$ cat src/rtl/seg_scan_mux.sv
// Multiplexed 7-segment scanner with frame-synchronous (tear-free) data updates,
// anti-ghosting guard blanking, per-digit blink, minus sign and leading-zero blanking.
module seg_scan_mux #(
    parameter int NUM_DIGITS   = 8,
    parameter int REFRESH_DIV  = 65536,
    parameter int GUARD_CYCLES = 16,
    parameter int BLINK_FRAMES = 32
) (
    input  logic                    clk,
    input  logic                    reset_n,
    input  logic [4*NUM_DIGITS-1:0] bcd_value,
    input  logic [NUM_DIGITS-1:0]   dp_mask,
    input  logic [NUM_DIGITS-1:0]   blink_mask,
    input  logic                    hex_mode,
    input  logic                    blank_lz,
    input  logic                    negative,
    input  logic                    update,
    output logic [7:0]              cathodes,
    output logic [NUM_DIGITS-1:0]   anodes,
    output logic                    frame_done
);
    localparam int PW = $clog2(REFRESH_DIV);
    localparam int SW = $clog2(NUM_DIGITS);
    localparam int BW = $clog2(BLINK_FRAMES + 1);

    typedef struct packed {
        logic [4*NUM_DIGITS-1:0] bcd;
        logic [NUM_DIGITS-1:0]   dp;
        logic [NUM_DIGITS-1:0]   blink;
        logic                    hex;
        logic                    blz;
        logic                    neg;
    } cfg_t;

    logic [PW-1:0]         presc_q, presc_d;
    logic [SW-1:0]         slot_q, slot_d;
    logic [BW-1:0]         bcnt_q, bcnt_d;
    logic                  phase_q, phase_d;
    logic                  pending_q, pending_d;
    cfg_t                  stage_q, stage_d;
    cfg_t                  disp_q, disp_d;
    logic [7:0]            cath_q, cath_d;
    logic [NUM_DIGITS-1:0] an_q, an_d;
    logic                  fdone_q, fdone_d;

    cfg_t                  live;
    logic                  wrap, boundary, guard;
    logic                  zero_above, is_minus;
    logic [NUM_DIGITS-1:0] lz;
    logic [3:0]            code;
    logic                  dp_on, blink_on, lz_on, minus_on;

    // Pattern bits [7:1] (a..g, active low); dp is appended separately.
    function automatic logic [6:0] decode(input logic [3:0] c, input logic hex);
        logic [6:0] seg;
        seg = 7'h7F;
        case (c)
            4'h0: seg = 7'b0000001;
            4'h1: seg = 7'b1001111;
            4'h2: seg = 7'b0010010;
            4'h3: seg = 7'b0000110;
            4'h4: seg = 7'b1001100;
            4'h5: seg = 7'b0100100;
            4'h6: seg = 7'b0100000;
            4'h7: seg = 7'b0001111;
            4'h8: seg = 7'b0000000;
            4'h9: seg = 7'b0000100;
            4'hA: seg = hex ? 7'b0001000 : 7'h7F;
            4'hB: seg = hex ? 7'b1100000 : 7'h7F;
            4'hC: seg = hex ? 7'b0110001 : 7'h7F;
            4'hD: seg = hex ? 7'b1000010 : 7'h7F;
            4'hE: seg = hex ? 7'b0110000 : 7'h7F;
            default: seg = hex ? 7'b0111000 : 7'h7F;
        endcase
        return seg;
    endfunction

    always_comb begin
        live     = {bcd_value, dp_mask, blink_mask, hex_mode, blank_lz, negative};
        wrap     = (presc_q == PW'(REFRESH_DIV - 1));
        boundary = wrap && (slot_q == SW'(NUM_DIGITS - 1));
        presc_d  = wrap ? '0 : presc_q + 1'b1;
        slot_d   = slot_q;
        if (wrap) slot_d = boundary ? '0 : slot_q + 1'b1;
        fdone_d  = boundary;

        stage_d   = stage_q;
        pending_d = pending_q;
        disp_d    = disp_q;
        if (update) begin
            stage_d   = live;
            pending_d = 1'b1;
        end
        // A strobe landing on the boundary bypasses staging so it is not delayed a frame.
        if (boundary) begin
            if (update) begin
                disp_d    = live;
                pending_d = 1'b0;
            end else if (pending_q) begin
                disp_d    = stage_q;
                pending_d = 1'b0;
            end
        end

        bcnt_d  = bcnt_q;
        phase_d = phase_q;
        if (boundary) begin
            if (bcnt_q == BW'(BLINK_FRAMES - 1)) begin
                bcnt_d  = '0;
                phase_d = ~phase_q;
            end else begin
                bcnt_d = bcnt_q + 1'b1;
            end
        end

        // Scan from the top digit down; the minus digit neither blanks nor breaks the zero run.
        zero_above = 1'b1;
        lz         = '0;
        for (int i = NUM_DIGITS - 1; i >= 0; i--) begin
            is_minus = disp_q.neg && (i == NUM_DIGITS - 1);
            if (!is_minus) zero_above = zero_above && (disp_q.bcd[4*i +: 4] == 4'h0);
            lz[i] = disp_q.blz && (i != 0) && !is_minus && zero_above;
        end

        code     = 4'h0;
        dp_on    = 1'b0;
        blink_on = 1'b0;
        lz_on    = 1'b0;
        minus_on = 1'b0;
        for (int i = 0; i < NUM_DIGITS; i++) begin
            if (slot_q == SW'(i)) begin
                code     = disp_q.bcd[4*i +: 4];
                dp_on    = disp_q.dp[i];
                blink_on = disp_q.blink[i];
                lz_on    = lz[i];
                minus_on = disp_q.neg && (i == NUM_DIGITS - 1);
            end
        end

        guard  = (presc_q < PW'(GUARD_CYCLES));
        an_d   = '1;
        cath_d = 8'hFF;
        if (!guard) begin
            for (int i = 0; i < NUM_DIGITS; i++) an_d[i] = (slot_q != SW'(i));
            if (blink_on && phase_q)  cath_d = 8'hFF;
            else if (minus_on)        cath_d = {7'b1111110, ~dp_on};
            else if (lz_on)           cath_d = {7'h7F, ~dp_on};
            else                      cath_d = {decode(code, disp_q.hex), ~dp_on};
        end
    end

    always_ff @(posedge clk) begin
        if (!reset_n) begin
            presc_q   <= '0;
            slot_q    <= '0;
            bcnt_q    <= '0;
            phase_q   <= 1'b0;
            pending_q <= 1'b0;
            stage_q   <= '0;
            disp_q    <= '0;
            cath_q    <= 8'hFF;
            an_q      <= '1;
            fdone_q   <= 1'b0;
        end else begin
            presc_q   <= presc_d;
            slot_q    <= slot_d;
            bcnt_q    <= bcnt_d;
            phase_q   <= phase_d;
            pending_q <= pending_d;
            stage_q   <= stage_d;
            disp_q    <= disp_d;
            cath_q    <= cath_d;
            an_q      <= an_d;
            fdone_q   <= fdone_d;
        end
    end

    assign cathodes   = cath_q;
    assign anodes     = an_q;
    assign frame_done = fdone_q;
endmodule

$ cat config.mk
export PLATFORM = sky130hd
export DESIGN_NAME = seg_scan_mux
export DESIGN_NICKNAME = d
export VERILOG_FILES = /design/src/rtl/seg_scan_mux.sv
export SDC_FILE = /design/constraint.sdc
export NUM_CORES = 1
export LEC_CHECK = 0
export ABC_CLOCK_PERIOD_IN_PS = 3410
export BUFFER_PORTS_ARGS = -buffer_cell sky130_fd_sc_hd__buf_2
export CORE_UTILIZATION = 58
export CTS_CLUSTER_DIAMETER = 100
export DETAILED_ROUTE_END_ITERATION = 12
export PLACE_DENSITY = 0.76
export SLEW_MARGIN = 20
export SYNTH_ARGS = -nofsm -noshare
export SYNTH_HDL_FRONTEND = slang
export SYNTH_SLANG_ARGS = --single-unit
$ cat constraint.sdc
create_clock -name clk -period 3.41 [get_ports clk]
set_input_delay 1.023 -clock clk [delete_from_list [all_inputs] [get_ports clk]]
set_output_delay 1.023 -clock clk [all_outputs]
set_load 0.005 [all_outputs]
==> results.yml <==
synthesis:
  ys_top_cells_by_area: "dfxtp_1 (47%), mux2i_1 (8.7%), nor2_1 (8.4%)"
  netlist_instances: 665
  yosysUniqueCellTypes: 59
  seq_area_frac_synth_pct: 47.0
  synth_edf_count: 0
  ys_seq_elements: 146
  syn_area_um2: 6220
  synth_top_flop_cell: "dfxtp_1"
  synth_top_area_cell: "dfxtp_1"
  syn_nets: 727
  yosys_warnings: 0
  netlist.area_leader.share_pct: 47.0
  synth.avg_cell_area_um2: 9.35
  synthArstFlopShare_pct: 0
sta:
  setup_tns_ns: 0
  hold_viol_final: 0
  timing.fmax_mhz: 331
  relSlewSlack_pct: 41.5
  rsz0062_at_grt: "false"
  layout_worst_path_cycle_share_pct: 88.6
  slew_violations: 0
  clock-skew-final_ns: 0.00924
  timing.final.setup_violations: 0
  holdWs_ns: 0.457
  worst_pin_slew_ns: 0.877
  min_period_ns: 3.02
final_layout:
  multi_input_area_um2: 3040
  nNetsFinal: 782
  finalNonFillerCells: 869
  fin_util_pct: 70.0
  seq_area_um2: 2920
  drive_gt1_share_pct: 20.6
  area_growth_pct: 16.7
  diodes: 0
  nFillCells: 778
floorplanning:
  die_y_um: 106
  core-area_um2: 10400
  initial_core_util_pct: 60.0
  die-area_um2: 11100
  row_count: 37
  top_level_ports: 71
  die_width_um: 106
min_path:
  hold_end: "presc_q[0]$_SDFF_PP0_"
  hold_class: "flop to flop"
  hold_start: "presc_q[0]$_SDFF_PP0_"
  holdPathStages: 1
placed_design:
  globalplace.congestion: 0.838
  dp_hpwl_um: 8880
  io_buffer_count: 70
  place_inst: 837
worst_setup_path:
  slowest_stage: "or4b_1"
  path_cells: "inv_1, ha_1, nor4_1, a221oi_1, o2bb2ai_1, nor2b_1, or4b_1, nand4b_1"
  r2r-end: "cathodes[4]$_SDFF_PP1_"
  cp.required_ns: 3.89
  r2r-start: "slot_q[0]$_SDFFE_PN0P_"
  arrival_ns: 3.50
  worstSetupPathType: "flop to flop"
  r2r_slack_ns: 0.39
  path_max_fanout: 27
  r2r_cells: 8
  endpoint_kind: "flop"
  cp-start-kind: "flop"
  cpPeakStageDelay_ns: 0.53
run:
  maxCapViolations: 0
global_routing:
  grt_max_degree: 72
  grt_pass1_wl_um: 22400
  grt_usage_pct: 25.4
  antenna_found_initial: 0
  grt_pass1_vias: 4692
  gr-total-overflow: 0
cts:
  tritoncts.num_buffers: 17
  post_cts_buffers: 0
  clock-root-buffer: "clkbuf_8"
  clk_pin_slew_ns: 0.06
  hold_buffers: 0
  clk-insertion-delay-late_ns: 0.54
  cts-resized-gates: 0
  cts_tree: "yes"
  cts.sinks: 146
  ctsHtreeMaxLevel: 4
  clk_path_buf_depth: 2
detailed_routing:
  viasPerCell: 5.69
  drc_errors: 0
  wire_per_inst_um: 15.3
  postRouteAntennaNets: 0
  drt-initial-drc-count: 223
  vias: 4943
  drt_wl_total_um: 13300
  first_pass_iters: 5
pwr:
  p_leak_nw: 2.78
  power_mw: 3.89
  vdd_drop_max_v: 0.000316
  pwr_density_cell_nw_per_um2: 535
outcome:
  status: "complete, no violations"
synth_stat cells, types with 3 or more instances:
cell type	n
nor2b_1	6
a211oi_1	24
a32o_1	4
buf_1	8
nor3_1	4
xor2_1	8
xnor2_1	10
buf_2	11
and2_1	6
and3_1	3
a211oi_2	30
o31ai_1	4
buf_6	4
a21oi_1	16
nand3_1	22
o221ai_1	4
nand2b_1	8
mux2i_1	54
clkbuf_1	20
nor4_1	10
o211ai_1	7
nor2_1	139
inv_1	10
ha_1	8
nand2_1	39
o21ai_0	15
dfxtp_1	146
nand4_1	3
a21o_1	3
o21a_1	4
cell families (layout without fill, tap and decap cells):
logic type	after synthesis	count (layout)	synth area share (%)
muxes	54	54	8.69
AOI/OAI and AO/OA	127	127	16.9
xor gates and xnor gates	18	18	2.53
DFF	146	146	47.0
and+or+nand+nor	255	255	18.9
buffers and inverters	56	124	4.20
adders and majority gates	9	9	1.77
per-layer routing:
metal	vias up	wire length [um]	part of all wire (%)	global-route usage (%)
met5	-	0	0	0
met4	0	178	1.3	8.93
met3	17	647	4.9	6.80
met2	142	6580	49	41.9
met1	2339	5900	44	32.0
li1	2445	-	-	-
worst max path at each step:
stage | startpoint | to | slack [ns] | cells after the start
2_1_floorplan | slot_q[0]$_SDFFE_PN0P_ | cathodes[4]$_SDFF_PP1_ | 1.03 | 10
6_report | slot_q[0]$_SDFFE_PN0P_ | cathodes[4]$_SDFF_PP1_ | 0.39 | 8
5_1_grt | slot_q[0]$_SDFFE_PN0P_ | cathodes[4]$_SDFF_PP1_ | 0.16 | 8
4_1_cts | slot_q[0]$_SDFFE_PN0P_ | cathodes[4]$_SDFF_PP1_ | 0.45 | 8
3_3_place_gp | slot_q[0]$_SDFFE_PN0P_ | cathodes[4]$_SDFF_PP1_ | 0.62 | 8
3_5_place_dp | slot_q[0]$_SDFFE_PN0P_ | cathodes[4]$_SDFF_PP1_ | 0.50 | 8
metrics by stage:
step           worst slack, ns  area (um2)
6_report                 0.390        7260
2_1_floorplan             1.03        6220
3_5_place_dp             0.504        6630
3_3_place_gp             0.618        6630
5_1_grt                  0.156        7260
4_1_cts                  0.448        7260
cell type report:
cell class	instances	share of cell area (%)
multi-input combinational	463	41.8
sequential	146	40.3
timing repair buffer	81	6.31
clock buffer	18	5.89
clock inverter	14	2.77
tap	136	2.34
inverter	11	0.586
registers in the layout, indices dropped and copies added (netlist names):
signal	cells
frame_done	1
cathodes	8
presc_q	16
anodes	8
stage_q	51
disp_q	51
bcnt_q	6
slot_q	3
phase_q	1
pending_q	1
report_power, final:
group	switching (mW)	leakage, nW	internal, mW
Clock	0.749	0.302	1.22
Sequential	0.0120	1.19	1.75
Combinational	0.0954	1.29	0.0672
worst max-delay path: cells and delay by family, from the launching register on:
kind,cells,cell delay [ns]
adder cells (fa/ha/maj),1,0.50
buffers and inverters,1,0.09
AND/OR/NAND/NOR,4,1.42
flip-flops,1,0.41
AO/OA/AOI/OAI,2,0.52
cell usage in the layout, fill, tap and decap left out, types with 15 or more instances in the layout:
| cell | netlist | final |
|---|---|---|
| dfxtp_1 | 146 | 146 |
| nor2_1 | 139 | 139 |
| buf_2 | 11 | 70 |
| mux2i_1 | 54 | 54 |
| nand2_1 | 39 | 39 |
| a211oi_2 | 30 | 30 |
| a211oi_1 | 24 | 24 |
| nand3_1 | 22 | 22 |
| a21oi_1 | 16 | 16 |
| clkbuf_16 | 0 | 16 |
| o21ai_0 | 15 | 15 |
Note: power is estimated with default switching activity, not from simulation.
